--- config.mk ---
export PLATFORM = sky130hd
export DESIGN_NAME = des_iterative_controller
export DESIGN_NICKNAME = d
export VERILOG_FILES = /design/src/rtl/des_iterative_controller.sv
export SDC_FILE = /design/constraint.sdc
export NUM_CORES = 1
export LEC_CHECK = 0
export CAP_MARGIN = 20
export CORE_AREA = 2 2 168 170
export CTS_CLUSTER_SIZE = 30
export DETAILED_ROUTE_END_ITERATION = 12
export DIE_AREA = 0 0 170 172
export GPL_TIMING_DRIVEN = 1
export PLACE_DENSITY = 0.71
export REMOVE_ABC_BUFFERS = 1
export SYNTH_ARGS = -nofsm -noshare
export SYNTH_HDL_FRONTEND = slang
export SYNTH_SLANG_ARGS = --single-unit
--- constraint.sdc ---
create_clock -name clk -period 6.2 [get_ports clk]
set_input_delay 0.62 -clock clk [delete_from_list [all_inputs] [get_ports clk]]
set_output_delay 0.62 -clock clk [all_outputs]
set_load 0.005 [all_outputs]
--- src/rtl/des_iterative_controller.sv ---
// des_iterative_controller
// Steps one shared DES round function through the 16 rounds of a single
// 64-bit block. Owns the C/D key schedule (rotation plus PC-2), the round
// counter and the start/done handshake.
//
// Bit numbering: DES bit 1 is the MSB of every bus (e.g. i_key[55] = bit 1).
//
// Ports:
//   clk, rst_n            clock, synchronous active-low reset
//   i_valid / o_ready     start handshake; o_ready is high only in IDLE
//   i_decrypt             0 = encrypt, 1 = decrypt (sampled at accept)
//   i_key [55:0]          C0||D0 after PC-1 (sampled at accept)
//   i_L, i_R [31:0]       L0, R0 after IP (sampled at accept)
//   o_valid               one-cycle pulse, o_data valid
//   o_data [63:0]         preoutput R16||L16, held until the next result
//   rf_valid              start strobe to the round function
//   rf_L, rf_R [31:0]     round inputs, straight from the L/R registers
//   rf_Kn [47:0]          PC-2(C||D), straight from the C/D registers
//   rf_o_valid            round function result valid
//   rf_L_out, rf_R_out    round function results
module des_iterative_controller (
  input  logic        clk,
  input  logic        rst_n,
  input  logic        i_valid,
  input  logic        i_decrypt,
  input  logic [55:0] i_key,
  input  logic [31:0] i_L,
  input  logic [31:0] i_R,
  output logic        o_ready,
  output logic        o_valid,
  output logic [63:0] o_data,
  output logic        rf_valid,
  output logic [31:0] rf_L,
  output logic [31:0] rf_R,
  output logic [47:0] rf_Kn,
  input  logic        rf_o_valid,
  input  logic [31:0] rf_L_out,
  input  logic [31:0] rf_R_out
);

  localparam int unsigned HALF_W  = 28;
  localparam int unsigned WORD_W  = 32;
  localparam int unsigned ROUND_W = 5;

  // PC-2 selection, entries are DES bit numbers 1..56 over C||D
  localparam int unsigned PC2_TAB [48] = '{
    14, 17, 11, 24,  1,  5,  3, 28, 15,  6, 21, 10,
    23, 19, 12,  4, 26,  8, 16,  7, 27, 20, 13,  2,
    41, 52, 31, 37, 47, 55, 30, 40, 51, 45, 33, 48,
    44, 49, 39, 56, 34, 53, 46, 42, 50, 36, 29, 32
  };

  typedef enum logic [1:0] {S_IDLE, S_ISSUE, S_WAIT, S_DONE} state_t;

  state_t               r_state, w_state_nxt;
  logic [WORD_W-1:0]    r_l, r_r, w_l_nxt, w_r_nxt;
  logic [HALF_W-1:0]    r_c, r_d, w_c_nxt, w_d_nxt;
  logic [ROUND_W-1:0]   r_round, w_round_nxt;
  logic                 r_mode, w_mode_nxt;
  logic                 r_o_valid, w_o_valid_nxt;
  logic [2*WORD_W-1:0]  r_o_data, w_o_data_nxt;
  logic [2*HALF_W-1:0]  w_cd;
  logic [47:0]          w_kn;
  logic [1:0]           w_amt_load, w_amt_next;

  // Per-round rotation amount; decrypt round 1 needs none since K16 = PC-2(C0||D0)
  function automatic logic [1:0] rot_amt(input logic dec, input logic [ROUND_W-1:0] rnd);
    case (rnd)
      5'd1:               return dec ? 2'd0 : 2'd1;
      5'd2, 5'd9, 5'd16:  return 2'd1;
      default:            return 2'd2;
    endcase
  endfunction

  // Rotate a 28-bit half toward bit 1 (encrypt) or away from it (decrypt)
  function automatic logic [HALF_W-1:0] rot28(input logic [HALF_W-1:0] v,
                                              input logic dec, input logic [1:0] amt);
    case ({dec, amt})
      3'b0_01: return {v[26:0], v[27]};
      3'b0_10: return {v[25:0], v[27:26]};
      3'b1_01: return {v[0], v[27:1]};
      3'b1_10: return {v[1:0], v[27:2]};
      default: return v;
    endcase
  endfunction

  // PC-2 from the live C/D registers
  assign w_cd = {r_c, r_d};
  for (genvar g = 0; g < 48; g++) begin : g_pc2
    assign w_kn[47-g] = w_cd[56-PC2_TAB[g]];
  end

  assign w_amt_load = rot_amt(i_decrypt, 5'd1);
  assign w_amt_next = rot_amt(r_mode, r_round + 5'd1);

  assign o_ready  = (r_state == S_IDLE);
  assign rf_valid = (r_state == S_ISSUE);
  assign rf_L     = r_l;
  assign rf_R     = r_r;
  assign rf_Kn    = w_kn;
  assign o_valid  = r_o_valid;
  assign o_data   = r_o_data;

  // State and datapath registers
  always_ff @(posedge clk) begin
    if (!rst_n) begin
      r_state   <= S_IDLE;
      r_l       <= '0;
      r_r       <= '0;
      r_c       <= '0;
      r_d       <= '0;
      r_round   <= '0;
      r_mode    <= 1'b0;
      r_o_valid <= 1'b0;
      r_o_data  <= '0;
    end else begin
      r_state   <= w_state_nxt;
      r_l       <= w_l_nxt;
      r_r       <= w_r_nxt;
      r_c       <= w_c_nxt;
      r_d       <= w_d_nxt;
      r_round   <= w_round_nxt;
      r_mode    <= w_mode_nxt;
      r_o_valid <= w_o_valid_nxt;
      r_o_data  <= w_o_data_nxt;
    end
  end

  // Next-state and next-register logic
  always_comb begin
    w_state_nxt   = r_state;
    w_l_nxt       = r_l;
    w_r_nxt       = r_r;
    w_c_nxt       = r_c;
    w_d_nxt       = r_d;
    w_round_nxt   = r_round;
    w_mode_nxt    = r_mode;
    w_o_valid_nxt = 1'b0;
    w_o_data_nxt  = r_o_data;
    case (r_state)
      S_IDLE: begin
        if (i_valid) begin
          w_l_nxt     = i_L;
          w_r_nxt     = i_R;
          w_mode_nxt  = i_decrypt;
          w_round_nxt = 5'd1;
          w_c_nxt     = rot28(i_key[55:28], i_decrypt, w_amt_load);
          w_d_nxt     = rot28(i_key[27:0], i_decrypt, w_amt_load);
          w_state_nxt = S_ISSUE;
        end
      end
      S_ISSUE: w_state_nxt = S_WAIT;
      S_WAIT: begin
        if (rf_o_valid) begin
          w_l_nxt = rf_L_out;
          w_r_nxt = rf_R_out;
          if (r_round == 5'd16) begin
            w_state_nxt   = S_DONE;
            w_o_valid_nxt = 1'b1;
            w_o_data_nxt  = {rf_R_out, rf_L_out};
          end else begin
            w_round_nxt = r_round + 5'd1;
            w_c_nxt     = rot28(r_c, r_mode, w_amt_next);
            w_d_nxt     = rot28(r_d, r_mode, w_amt_next);
            w_state_nxt = S_ISSUE;
          end
        end
      end
      S_DONE:  w_state_nxt = S_IDLE;
      default: w_state_nxt = S_IDLE;
    endcase
  end

endmodule

==> qor.txt <==
Library cells used by synthesis -> 54
# rows -> 61
FMAX -> 249.9 MHz
Most used cell, CP -> a21oi_1
Antenna Nets Post-Route -> 0
Util after Layout -> 53.61%
Core Area -> 27480 um^2
DR iter-0 viols -> 1181
Drt wl/cell -> 19.88 um
RePlAce Congestion -> 0.8412
Main area contributors after synthesis -> dfxtp_1, mux2i_1, nand2_1, a311oi_1, nor2_1
First-pass GRT wire length -> 58.76 mm
Largest net degree at the start of global routing -> 98
Vias per cell -> 5.810
Post-CTS Setup Bufs -> 0
Startpoint Class -> register
Yosys warning total -> 0
CP max-delay cell -> or3_1
Seq/Total Area, Yosys -> 35.84%
PD cells -> 224.4 nW/um^2
Synthesized area -> 10780 um^2
Vias -> 11390
Final worst path period share -> 64.54%
Num CTS Buffers -> 17
Die Area -> 29240 um^2
CTS root buf -> clkbuf_16
Synthesis-stage register bit count -> 193
Worst stage delay on the critical path -> 0.65 ns
Final Hold Vio Count -> 0
Setup TNS -> 0 ns
Unrepaired setup endpoints after global routing -> no
Avg Cell Area, Syn -> 7.801 um^2
Run status -> finished, final reports clean
Worst-case hold path end point -> o_data[26]
Clock Skews -> 0.02013 ns
Layout area overhead -> 36.63%
Min cycle time layout -> 4.001 ns
GRT overflow -> 0
Worst-path fanout max -> 24
Critical Path End Type -> register
CTS Buffer Depth -> 2
Drt first pass iters -> 5
PortBufs -> 367
Max-Cap Viols -> 0
Clk slew on worst S/H paths -> 0.08 ns
Die W -> 170 um
CP Class -> reg2reg
Gates resized, CTS repair -> 0
Max Slew Vio Count -> 0
Worst slew margin -> 23.66%
Overall power -> 3306 uW
Initial Util -> 39.24%
Ratio of cells with drive above 1 in the final layout -> 4.842%
Hold Crit Depth -> 2
Final setup fails -> 0
Leakage power -> 0.005079 uW
H-tree depth -> 4
CTS tree -> built
Ys flop type -> dfxtp_1
# nets final -> 1791
Post-synth EDFFs -> 0
RR Endpoint -> r_c[24]
Worst slew pin tran -> 1.145 ns
RR Startpoint -> r_round[0]
I/O pin cnt -> 368
Max VDD drop -> 0.1739 mV
Remaining routing DRC violations -> 0
CP Cell Sequence -> ha_1 > or3b_1 > a21oi_1 > or3_1 > buf_4 > nand2_1 > o311ai_0 > a21oi_1
Die Ht -> 172 um
Antenna violations before repair -> 4
Required time worst endpoint -> 6.51 ns
Register-to-Register Path Depth -> 8
Area fraction of the dominant cell type after synthesis -> 35.84%
Hold Buf Count CTS -> 0
Post-synth top area cell -> dfxtp_1
CTS sink cnt -> 193
WP data arrival -> 4.31 ns
Vias in the first global route -> 10560
FFs w/ async S/R, synth -> 0%
Worst hold start -> o_data[26]
DPL Wire Length -> 25.38 mm
Hold Crit Class -> reg2reg
Clock Latency Late Sink -> 0.45 ns
Synth Instances -> 1382
Setup slack, reg-to-reg -> 2.20 ns
Final wirelength -> 38.98 mm
Total GRT Usage -> 25.35%
Yosys cell counts, drive strengths merged (13+ instances only):
master / number
nand2: 270
dfxtp: 193
nor2: 146
a21oi: 108
mux2i: 108
clkbuf: 97
buf: 91
o21ai: 71
a311oi: 64
o31a: 28
o311ai: 24
a211oi: 21
nand4: 21
a31oi: 19
a32o: 19
o211ai: 19
or3: 13
layout make-up:
type	count	area (um^2)
antenna	4	10.01
clock inverter	12	146.4
tap	346	432.9
fill	2574	12750
timing repair buffer	385	3799
inverter	4	20.02
clock buffer	20	446.7
multi-input combinational	997	6008
sequential	193	3867
state kept, by name, summed over array words and instances, names as in the netlist:
| name | flops |
|---|---|
| o_data | 64 |
| o_valid | 1 |
| r_c | 28 |
| r_d | 28 |
| r_mode | 1 |
| r_round | 5 |
| r_state | 2 |
| rf_L | 32 |
| rf_R | 32 |
cell families (layout without fill, tap and decap cells):
family                   Yosys count  in the layout  synth area share, %
AND/OR/NAND/NOR                  478            478                18.12
adder cells (fa/ha/maj)            4              4               0.4642
AO/OA/AOI/OAI                    399            399                25.73
multiplexers                     114            114                10.65
XOR/XNOR                           2              2               0.1625
other                              0              4                    0
flip-flops                       193            193                35.84
buffers and inverters            192            421                9.040
critical path, delay by kind of cell, from the launching register on:
kind	cells	cell delay, ns
AND/OR/NAND/NOR	3	1.68
AO/OA/AOI/OAI	3	1.01
flip-flops	1	0.39
adder cells (fa/ha/maj)	1	0.39
buffers and inverters	1	0.38
cells in the final DEF, fill, tap and decap left out, types with 6 or more instances in the layout:
cell	netlist	final
o211ai_1	19	19
or3_1	13	13
mux2i_1	108	108
nand4_1	21	21
dfxtp_1	193	192
o2111ai_1	11	11
o311ai_1	21	21
o31a_1	27	27
o21ai_0	46	46
a32o_1	19	19
clkbuf_16	0	17
mux2_2	6	6
nand2_1	270	269
clkdlybuf4s50_1	0	365
nor2_1	145	143
a211oi_1	20	20
a21oi_1	107	107
inv_6	0	6
o21ai_1	25	24
a311oi_1	64	64
nand3_1	8	8
a31oi_1	19	19
buf_4	53	18
metal layers:
layer | vias to the layer above | part of all wire (%) | GRT usage [%]
met2 | 546 | 48 | 42.70
met5 | - | 0 | 0
met3 | 49 | 8.0 | 5.104
met4 | 0 | 2.0 | 7.804
li1 | 5393 | - | -
met1 | 5406 | 42 | 32.80
through the flow:
step / setup slack [ns] / instance area [um^2] / std cells / hold slack (ns)
3_5_place_dp: 2.320 / 14130 / 1925 / 0.4461
4_1_cts: 2.291 / 14720 / 1957 / 0.4567
5_1_grt: 1.948 / 14730 / 1960 / 0.4732
6_report: 2.199 / 14730 / 1961 / 0.4542
2_1_floorplan: -1.191 / 9822 / 1194 / 0.4527
3_3_place_gp: 2.492 / 14130 / 1925 / 0.4419
report_power, final:
group          leakage [uW]  switching (uW)  internal, uW  total, uW
registers           0.00158             113          1320       1440
clock network      0.000281             531           616       1150
logic               0.00321             340           383        723
total               0.00508             984          2320       3310
worst max-delay path by stage:
stage	endpoint	slack [ns]	from	cells past startpoint
2_1_floorplan	r_c[11]	-1.19	r_state[1]	5
3_3_place_gp	r_c[23]	2.49	r_round[0]	8
3_5_place_dp	r_c[24]	2.32	r_round[0]	8
4_1_cts	r_c[24]	2.29	r_round[0]	8
5_1_grt	r_c[24]	1.95	r_round[0]	8
6_report	r_c[24]	2.20	r_round[0]	8
No activity file was read; power rests on OpenSTA's default activity.
